## src/rtl/trigger_sequencer.sv

```systemverilog
// trigger_sequencer: qualifies the routed trigger with a synchronized rising
// edge, waits a programmable delay, then emits a programmable-width pulse.
// Configured over the reg_* bus at a single address, byte-selected by reg_bytecnt.
// Optional build macro TRIGSEQ_COUNT_EN: builds the saturating pulse counter
// behind byte 6; without it byte 6 reads 0 and ignores writes.
module trigger_sequencer #(
   parameter int unsigned ADDR = 56
) (
   input  logic        clk,
   input  logic        reset_i,
   input  logic [5:0]  reg_address,
   input  logic [15:0] reg_bytecnt,
   input  logic [7:0]  reg_datai,
   output logic [7:0]  reg_datao,
   input  logic        reg_read,
   input  logic        reg_write,
   input  logic        reg_addrvalid,
   input  logic [5:0]  reg_hypaddress,
   output logic [15:0] reg_hyplen,
   input  logic        trigger_i,
   output logic        trigger_o,
   output logic        armed_o,
   output logic        busy_o
);

   localparam int unsigned AW  = 6;
   localparam int unsigned DW  = 8;
   localparam int unsigned CW  = 16;
   localparam int unsigned BCW = 16;
   localparam int unsigned REG_LEN = 7;

   localparam logic [BCW-1:0] BYTE_CTRL    = BCW'(0);
   localparam logic [BCW-1:0] BYTE_DELAY_L = BCW'(1);
   localparam logic [BCW-1:0] BYTE_DELAY_H = BCW'(2);
   localparam logic [BCW-1:0] BYTE_WIDTH_L = BCW'(3);
   localparam logic [BCW-1:0] BYTE_WIDTH_H = BCW'(4);
   localparam logic [BCW-1:0] BYTE_STATUS  = BCW'(5);
   localparam logic [BCW-1:0] BYTE_COUNT   = BCW'(6);

   typedef enum logic [1:0] {
      ST_IDLE  = 2'd0,
      ST_ARMED = 2'd1,
      ST_DELAY = 2'd2,
      ST_PULSE = 2'd3
   } state_e;

   state_e          state_q, state_d;

   // register file
   logic            arm_q;
   logic            oneshot_q;
   logic [CW-1:0]   delay_q;
   logic [CW-1:0]   width_q;
   logic [CW-1:0]   sh_delay_q;
   logic [CW-1:0]   sh_width_q;
   logic [DW-1:0]   count_c;

   // datapath
   logic [CW-1:0]   dcnt_q;
   logic [CW-1:0]   wcnt_q;
   logic            trig_meta_q;
   logic            trig_sync_q;
   logic            trig_prev_q;
   logic            trigger_q, trigger_d;
   logic            armed_q, armed_d;
   logic            busy_q, busy_d;

   // bus read path
   logic            valid_q;
   logic [DW-1:0]   rdata_q, rdata_d;

   // decoded strobes
   logic            sel_c;
   logic            wr_sel_c;
   logic            ctrl_we_c;
   logic            arm_we_c;
   logic            disarm_c;
   logic            trig_edge_c;
   logic            accept_c;
   logic            pulse_end_c;

   assign sel_c       = reg_addrvalid && (reg_address == AW'(ADDR));
   assign wr_sel_c    = reg_write && sel_c;
   assign ctrl_we_c   = wr_sel_c && (reg_bytecnt == BYTE_CTRL);
   assign arm_we_c    = ctrl_we_c && reg_datai[0];
   assign disarm_c    = ctrl_we_c && !reg_datai[0];
   assign trig_edge_c = trig_sync_q && !trig_prev_q;
   // An edge is taken only once the previous pulse has fully left trigger_o.
   assign accept_c    = (state_q == ST_ARMED) && trig_edge_c && !trigger_q && !disarm_c;
   assign pulse_end_c = (state_q == ST_PULSE) && (wcnt_q == CW'(1)) && !disarm_c;

   // Two-flop synchronizer plus one history flop for edge detection
   always_ff @(posedge clk) begin
      if (reset_i) begin
         trig_meta_q <= 1'b0;
         trig_sync_q <= 1'b0;
         trig_prev_q <= 1'b0;
      end else begin
         trig_meta_q <= trigger_i;
         trig_sync_q <= trig_meta_q;
         trig_prev_q <= trig_sync_q;
      end
   end

   // Visible CTRL/DELAY/WIDTH registers; ONESHOT completion clears ARM
   always_ff @(posedge clk) begin
      if (reset_i) begin
         arm_q     <= 1'b0;
         oneshot_q <= 1'b0;
         delay_q   <= '0;
         width_q   <= CW'(1);
      end else begin
         if (ctrl_we_c) begin
            arm_q     <= reg_datai[0];
            oneshot_q <= reg_datai[1];
         end else if (pulse_end_c && oneshot_q) begin
            arm_q <= 1'b0;
         end
         if (wr_sel_c && (reg_bytecnt == BYTE_DELAY_L)) delay_q[7:0]  <= reg_datai;
         if (wr_sel_c && (reg_bytecnt == BYTE_DELAY_H)) delay_q[15:8] <= reg_datai;
         if (wr_sel_c && (reg_bytecnt == BYTE_WIDTH_L)) width_q[7:0]  <= reg_datai;
         if (wr_sel_c && (reg_bytecnt == BYTE_WIDTH_H)) width_q[15:8] <= reg_datai;
      end
   end

   // Shadow copies taken at arm time so later DELAY/WIDTH writes wait for the next arm
   always_ff @(posedge clk) begin
      if (reset_i) begin
         sh_delay_q <= '0;
         sh_width_q <= CW'(1);
      end else if (arm_we_c && (state_q == ST_IDLE)) begin
         sh_delay_q <= delay_q;
         sh_width_q <= (width_q == '0) ? CW'(1) : width_q;
      end
   end

   // Delay and width down-counters, both loaded when an edge is accepted
   always_ff @(posedge clk) begin
      if (reset_i) begin
         dcnt_q <= '0;
         wcnt_q <= '0;
      end else begin
         unique case (state_q)
            ST_ARMED: begin
               if (accept_c) begin
                  dcnt_q <= sh_delay_q;
                  wcnt_q <= sh_width_q;
               end
            end
            ST_DELAY: dcnt_q <= dcnt_q - CW'(1);
            ST_PULSE: wcnt_q <= wcnt_q - CW'(1);
            default:  ;
         endcase
      end
   end

`ifdef TRIGSEQ_COUNT_EN
   logic [DW-1:0] count_q;
   logic          count_clr_c;

   assign count_clr_c = wr_sel_c && (reg_bytecnt == BYTE_COUNT);

   // Saturating count of completed pulses; a clear beats a coincident increment
   always_ff @(posedge clk) begin
      if (reset_i) begin
         count_q <= '0;
      end else if (count_clr_c) begin
         count_q <= '0;
      end else if (pulse_end_c && (count_q != {DW{1'b1}})) begin
         count_q <= count_q + DW'(1);
      end
   end

   assign count_c = count_q;
`else
   assign count_c = '0;
`endif

   // FSM state register
   always_ff @(posedge clk) begin
      if (reset_i) begin
         state_q <= ST_IDLE;
      end else begin
         state_q <= state_d;
      end
   end

   // FSM next-state; a disarm write overrides every other transition
   always_comb begin
      state_d = state_q;
      unique case (state_q)
         ST_IDLE: begin
            if (arm_we_c) state_d = ST_ARMED;
         end
         ST_ARMED: begin
            if (accept_c) state_d = (sh_delay_q == '0) ? ST_PULSE : ST_DELAY;
         end
         ST_DELAY: begin
            if (dcnt_q == CW'(1)) state_d = ST_PULSE;
         end
         ST_PULSE: begin
            if (wcnt_q == CW'(1)) state_d = oneshot_q ? ST_IDLE : ST_ARMED;
         end
         default: state_d = ST_IDLE;
      endcase
      if (disarm_c) state_d = ST_IDLE;
   end

   // FSM outputs; trigger_o trails the PULSE state by one cycle, status flags track the state
   always_comb begin
      trigger_d = 1'b0;
      armed_d   = 1'b0;
      busy_d    = 1'b0;
      if ((state_q == ST_PULSE) && !disarm_c) trigger_d = 1'b1;
      if (state_d == ST_ARMED) armed_d = 1'b1;
      if ((state_d == ST_DELAY) || (state_d == ST_PULSE)) busy_d = 1'b1;
   end

   // Output registers
   always_ff @(posedge clk) begin
      if (reset_i) begin
         trigger_q <= 1'b0;
         armed_q   <= 1'b0;
         busy_q    <= 1'b0;
      end else begin
         trigger_q <= trigger_d;
         armed_q   <= armed_d;
         busy_q    <= busy_d;
      end
   end

   assign trigger_o = trigger_q;
   assign armed_o   = armed_q;
   assign busy_o    = busy_q;

   // Read-data mux by byte index
   always_comb begin
      rdata_d = '0;
      case (reg_bytecnt)
         BYTE_CTRL:    rdata_d = {6'd0, oneshot_q, arm_q};
         BYTE_DELAY_L: rdata_d = delay_q[7:0];
         BYTE_DELAY_H: rdata_d = delay_q[15:8];
         BYTE_WIDTH_L: rdata_d = width_q[7:0];
         BYTE_WIDTH_H: rdata_d = width_q[15:8];
         BYTE_STATUS:  rdata_d = {5'd0, trig_sync_q, state_q};
         BYTE_COUNT:   rdata_d = count_c;
         default:      rdata_d = '0;
      endcase
   end

   // Bus read registers: select flag every cycle, data on the read strobe
   always_ff @(posedge clk) begin
      if (reset_i) begin
         valid_q <= 1'b0;
         rdata_q <= '0;
      end else begin
         valid_q <= sel_c;
         if (reg_read) rdata_q <= rdata_d;
      end
   end

   assign reg_datao  = valid_q ? rdata_q : '0;
   assign reg_hyplen = (reg_hypaddress == AW'(ADDR)) ? 16'(REG_LEN) : '0;

endmodule

```

## config.mk

```make
export PLATFORM = sky130hd
export DESIGN_NAME = trigger_sequencer
export DESIGN_NICKNAME = d
export VERILOG_FILES = /design/src/rtl/trigger_sequencer.sv
export SDC_FILE = /design/constraint.sdc
export NUM_CORES = 1
export LEC_CHECK = 0
export ABC_AREA = 0
export CAP_MARGIN = 20
export CORE_MARGIN = 8
export CORE_UTILIZATION = 45
export DETAILED_ROUTE_END_ITERATION = 8
export PLACE_DENSITY = 0.72
export SLEW_MARGIN = 0
export SYNTH_ARGS = -nofsm -noshare
export SYNTH_HDL_FRONTEND = slang
export SYNTH_SLANG_ARGS = --single-unit
```

## constraint.sdc

```tcl
create_clock -name clk -period 4.75 [get_ports clk]
set_input_delay 1.1875 -clock clk [delete_from_list [all_inputs] [get_ports clk]]
set_output_delay 1.1875 -clock clk [all_outputs]
set_load 0.02 [all_outputs]
```

* Yosys cells after proc, flatten, opt, wreduce, memory -nomap -nowiden
Cells that the tools add are included.
W data, S select, Z words.
** Storage, ports and cells
- Register bits :: 115
- Latch bits :: 0
- RAM bits :: 0
- Bits in read-only memories :: 0
- Input port bits :: 42
- Output and inout port bits :: 27
- Logic and storage cells :: 90
- Memories :: 0
** Operators by class
- Add/subtract/negate cells :: 2
- Multiply operators :: 0
- Div/mod/pow operators :: 0
- Order comparisons :: 0
- Equality and inequality tests :: 16
- Shift-type cells :: 0
- Muxes and demuxes :: 21
- Bitwise gates (word level) :: 0
- Reduce and logical (&&, ||, !) cells :: 32
** Operators with widths (number)
- $pmux W16 S2 :: 2
- $eq A16 B1 Y1 const B :: 3
- $logic_not A16 Y1 :: 3
- $mux W16 :: 3
- $pmux W8 S6 :: 1
- $eq A16 B2 Y1 const B :: 2
- $eq A16 B3 Y1 const B :: 2
- $sub A16 B1 Y16 const B :: 2
- $logic_and A1 B1 Y1 :: 18
- $eq A6 B6 Y1 const B :: 2
- $mux W2 :: 5
- $eq A2 B2 Y1 const B :: 4
- $mux W8 :: 1
- $pmux W2 S4 :: 1
- $mux W1 :: 7
- $reduce_bool A2 Y1 :: 3
- $eq A2 B1 Y1 const B :: 2
- $logic_not A1 Y1 :: 4
- $reduce_and A2 Y1 :: 2
- $mux W3 :: 1
- $logic_not A2 Y1 :: 1
- $ne A2 B2 Y1 const B :: 1
- $logic_or A1 B1 Y1 :: 1

* Logic depth before layout (Yosys ltp)
- Depth in word-level cells :: 13
- Depth in mapped cells :: 9
- Mapped depth without buffers :: 8

* Worst setup path after synthesis
Ideal clock, no wire load.
- Path kind :: in2out
- From :: input reg_hypaddress[2]
- To :: output reg_hyplen[1]
- Arrival :: 2.162 ns
- Required time :: 3.563 ns
- Slack :: 1.400 ns
- Stages on the path :: 3
- Path buffers :: 1
- Cells stage by stage :: nand4b_1 > nor3_1 > buf_4
** Between the ends
- Cells in the longest elaborated chain, start to end :: 2
** RTL lines
- from (decl) :: line 18 : input logic [5:0] reg_hypaddress,
- $eq A6 B6 Y1 :: line 263 : assign reg_hyplen = (reg_hypaddress == AW'(ADDR)) ? 16'(REG_LEN) : '0;
- $mux W3 :: line 263
- to (decl) :: line 19 : output logic [15:0] reg_hyplen,
No other way between the ends.

* Final worst setup path
- From :: input reg_hypaddress[2]
- To :: output reg_hyplen[0]
Same word-level chain as after synthesis.

==> flow_summary.toml <==
[worst_setup_path]
crit_path_class = "input pin to output pin"
timing.critical_path.mode_cell = "sky130_fd_sc_hd__clkdlybuf4s50_1"
reg2reg_from = "state_q[0]$_SDFF_PP0_"
max_stage_delay_cell_worst_path = "sky130_fd_sc_hd__clkdlybuf4s50_1"
cp_max_stage_delay_ns = 0.67
path_cells = "clkdlybuf4s50_1, nand4b_1, nor3_1, clkdlybuf4s50_1"
crit_path_start_kind = "input pin"
r2r_end = "dcnt_q[14]$_SDFFE_PP0P_"
worstPathBufferInverterCount = 2
crit_required_ns = 3.56
critical_path.top_delay_family = "buffers and inverters"
regToRegSetupSlack_ns = 1.88
path_max_fanout = 3
worst-endpoint-arrival_ns = 2.65
end_kind = "output pin"
r2r.worst_path.cells = 7

[flow_run]
cap_viol_max_count = 0

[grt]
gr-usage-all-layers_pct = 18.50
global_route.usage.met1_pct = 23.27
number_of_global_route_vias_before_repair = 4584
grt_max_degree = 60
met3_usage_pct = 7.106
antenna_found_initial = 0
grt_pass1_wl_um = 23580
grt_overflow = 0
grt_busiest_layer = "met2"
grt_util_met2_pct = 28.31

[synth]
post_synthesis_instance_area_sq_mm = 0.005273
synth_xor_xnor_area_share_pct = 0.1661
synthesis.instances = 630
combinational_family_with_the_most_area_after_synthesis = "simple AND/OR/NAND/NOR gates"
synth_compound_gate_area_share_pct = 16.33
share_of_cell_area_taken_by_muxes_after_synthesis_pct = 6.906
post_synthesis_simple_gate_area_fraction_pct = 26.39
post_synth_num_cell_types = 57
synth_seq_area_share_pct = 43.66
adder_cell_area_share_of_the_yosys_netlist_pct = 0.9492
postSynth.topFlopCell = "sky130_fd_sc_hd__dfxtp_1"
edff_count_synth = 0
yosysWarningCount = 0
syn_avg_cell_area_sq_um = 8.369
synth_seq_cells = 115
asyncSetResetFlopFracSynth_pct = 0

[routing]
avgRoutedWirePerCell_um = 17.72
drt_first_pass_iters = 6
vias_per_cell = 5.878
drt_iter0_drc = 445
dr_total_vias = 4879
antenna_violating_nets_post_route = 0
drc = 0
wl_um = 14710

[hold_path]
hold_crit_path_type = "flip-flop to flip-flop"
worstHoldPathCells = 1
timing.hold.worst_endpoint = "trig_sync_q$_SDFF_PP0_"
min_from = "trig_meta_q$_SDFF_PP0_"

[clocking]
cts.repair.resized = 0
clkSlewWorstSetupHoldPaths_ns = 0.05
max-clock-path-buffers = 2
clk_latency_ns = 0.41
number_of_clock_sinks_seen_by_cts = 115
number_of_buffers_inserted_during_clock_tree_synthesis = 17
postCtsHoldBufs = 0
clock_tree.htree_level_count = 4
cts_root_buf = "sky130_fd_sc_hd__clkbuf_16"
tritoncts = "built"
cts_setup_buffers = 0

[power_and_ir_drop]
vdd_ir_drop_max_mv = 0.3170
power_per_cell_area_mw_per_mm2 = 367.3
cellInternalPower_mw = 1.821
power.net_switching_mw = 0.5508
swShare_pct = 23.23
power_frac_clock_pct = 53.1
leakagePower_nw = 2.152
power_frac_comb_pct = 5.4
seq_power_share_pct = 41.4

[cells_and_area]
final_layout_size_suffix_gt1_share_pct = 8.588
leading_cell_type_in_the_layout_fill_and_taps_excluded = "sky130_fd_sc_hd__dfxtp_1"
stdcell_area_sq_mm = 0.006457
final_core_utilization_pct = 56.55
final_nets = 720
synthesis_to_layout_area_growth_pct = 22.47
layout_common_cells = "115 x sky130_fd_sc_hd__dfxtp_1, 99 x sky130_fd_sc_hd__nand2_1, 69 x sky130_fd_sc_hd__nor2_1"
antenna_diode_count = 0

[timing]
final_period_minus_worst_setup_slack_ns = 3.836
timing.slew.headroom_pct = 33.63
setup_tns_ns = 0
fin_crit_sh_pct = 80.76
hold_viol = 0
worst_clock_skew_ns = 0.006750
fin_hold_ws_ns = 0.4376
max_slew.worst_pin.slew_ns = 0.9956
setup_viol_count_final = 0
setup_ws_ns = 0.9138
rsz0062_at_grt = "no"
fmax_mhz = 260.7
final_max_slew_viols = 0

[floorplanning]
initial_utilization_pct = 46.18
io_pins = 69
die_width_um = 124.2
fp.coreArea_sq_mm = 0.01142
rows = 39
design.die.area_sq_mm = 0.01544
die_height_um = 124.2

[placement]
routabilityCongestion = 0.8687
detailedPlacementHpwl_um = 10530
pre_cts_ws_ns = 0.6460
port_buffers = 55
placedInstanceArea_sq_mm = 0.005864

[status]
run_status = "finished clean"
## worst register-to-register path, delay by kind of cell, from the launching register on
| kind | cells | cell delay (ns) |
|---|---|---|
| buffers and inverters | 1 | 0.34 |
| and+or+nand+nor | 3 | 0.77 |
| DFF | 1 | 0.52 |
| AOI/OAI and AO/OA | 3 | 1.08 |
## cell usage after synthesis, types with 2 or more instances
cell type | number | share of area (%)
sky130_fd_sc_hd__buf_4 | 16 | 2.3
sky130_fd_sc_hd__nand4b_1 | 3 | 0.50
sky130_fd_sc_hd__nor4b_2 | 3 | 0.85
sky130_fd_sc_hd__o311ai_0 | 2 | 0.33
sky130_fd_sc_hd__a31oi_1 | 12 | 1.4
sky130_fd_sc_hd__ha_1 | 4 | 0.95
sky130_fd_sc_hd__or4b_1 | 2 | 0.38
sky130_fd_sc_hd__inv_1 | 7 | 0.50
sky130_fd_sc_hd__nand2_1 | 99 | 7.0
sky130_fd_sc_hd__mux2_2 | 3 | 0.64
sky130_fd_sc_hd__nand3_1 | 20 | 1.9
sky130_fd_sc_hd__a22oi_1 | 13 | 1.9
sky130_fd_sc_hd__nor4_1 | 10 | 1.2
sky130_fd_sc_hd__nand4_1 | 5 | 0.59
sky130_fd_sc_hd__nor2b_1 | 5 | 0.59
sky130_fd_sc_hd__a21o_1 | 2 | 0.28
sky130_fd_sc_hd__clkbuf_1 | 25 | 1.8
sky130_fd_sc_hd__o211ai_1 | 6 | 0.85
sky130_fd_sc_hd__nand2b_1 | 6 | 0.71
sky130_fd_sc_hd__buf_2 | 8 | 0.76
sky130_fd_sc_hd__mux2i_1 | 33 | 6.3
sky130_fd_sc_hd__or4_1 | 6 | 0.85
sky130_fd_sc_hd__a311oi_1 | 3 | 0.50
sky130_fd_sc_hd__nor4b_1 | 2 | 0.33
sky130_fd_sc_hd__a21oi_1 | 64 | 6.1
sky130_fd_sc_hd__or3_1 | 5 | 0.59
sky130_fd_sc_hd__a21oi_2 | 2 | 0.33
sky130_fd_sc_hd__nor3_1 | 21 | 2.0
sky130_fd_sc_hd__dfxtp_1 | 115 | 44
sky130_fd_sc_hd__and2_1 | 12 | 1.4
sky130_fd_sc_hd__o21ai_0 | 14 | 1.3
sky130_fd_sc_hd__nor2_1 | 69 | 4.9
sky130_fd_sc_hd__a32oi_1 | 2 | 0.33
sky130_fd_sc_hd__a221oi_1 | 6 | 1.0
sky130_fd_sc_hd__nor4_2 | 3 | 0.71
## state kept, by name (all words and copies together) (netlist names), 2 cells and up
register / flops
sh_delay_q: 16
delay_q: 16
sh_width_q: 16
width_q: 16
rdata_q: 8
state_q: 2
wcnt_q: 16
dcnt_q: 16
## cell type report
class	count	area, sq um
Fill cell	1009	4961
Clock buffer	18	439.2
Inverter	7	26.28
Timing Repair Buffer	63	618.1
Multi-Input combinational cell	470	2739
Tap cell	143	178.9
Clock inverter	14	153.9
Sequential cell	115	2302
## through the flow
stage	instances	total power, mW
5_1_grt	830	2.453
3_3_place_gp	798	1.126
4_1_cts	830	2.383
6_report	830	2.372
3_5_place_dp	798	1.129
2_1_floorplan	642	1.078
## cell families (layout without fill, tap and decap cells)
| kind of cell | count (synthesis) | count (layout) |
|---|---|---|
| and+or+nand+nor | 279 | 279 |
| other | 1 | 13 |
| muxes | 36 | 36 |
| adders and majority gates | 4 | 4 |
| buffers and inverters | 57 | 102 |
| AOI/OAI and AO/OA | 137 | 137 |
| xor gates and xnor gates | 1 | 1 |
| DFF | 115 | 115 |
## worst max-delay path by stage
stage	endpoint	cells after the start	slack, ns	startpoint
6_report	reg_hyplen[0]	4	0.91	reg_hypaddress[2]
3_5_place_dp	wcnt_q[7]$_SDFFE_PP0P_	7	0.65	reg_bytecnt[2]
3_3_place_gp	wcnt_q[7]$_SDFFE_PP0P_	7	0.82	reg_bytecnt[2]
4_1_cts	reg_hyplen[0]	4	0.88	reg_hypaddress[2]
2_1_floorplan	reg_hyplen[1]	3	1.40	reg_hypaddress[2]
5_1_grt	reg_hyplen[1]	4	0.78	reg_hypaddress[2]
## per-layer routing
layer  vias up  share of wire (%)
met5         -                  0
met4         0                1.8
met3        28                7.7
met2       196                 47
met1      2338                 44
li1       2317                  -
## power by group through the flow
stage,sequential [mW],clock (mW),combinational (mW)
floorplan,1.00,0,0.0767
global route,0.983,1.33,0.138
global placement,1.00,0,0.123
finish,0.982,1.26,0.129
CTS,0.982,1.27,0.127
detailed placement,1.00,0,0.126
Note: power is estimated with default switching activity, not from simulation.
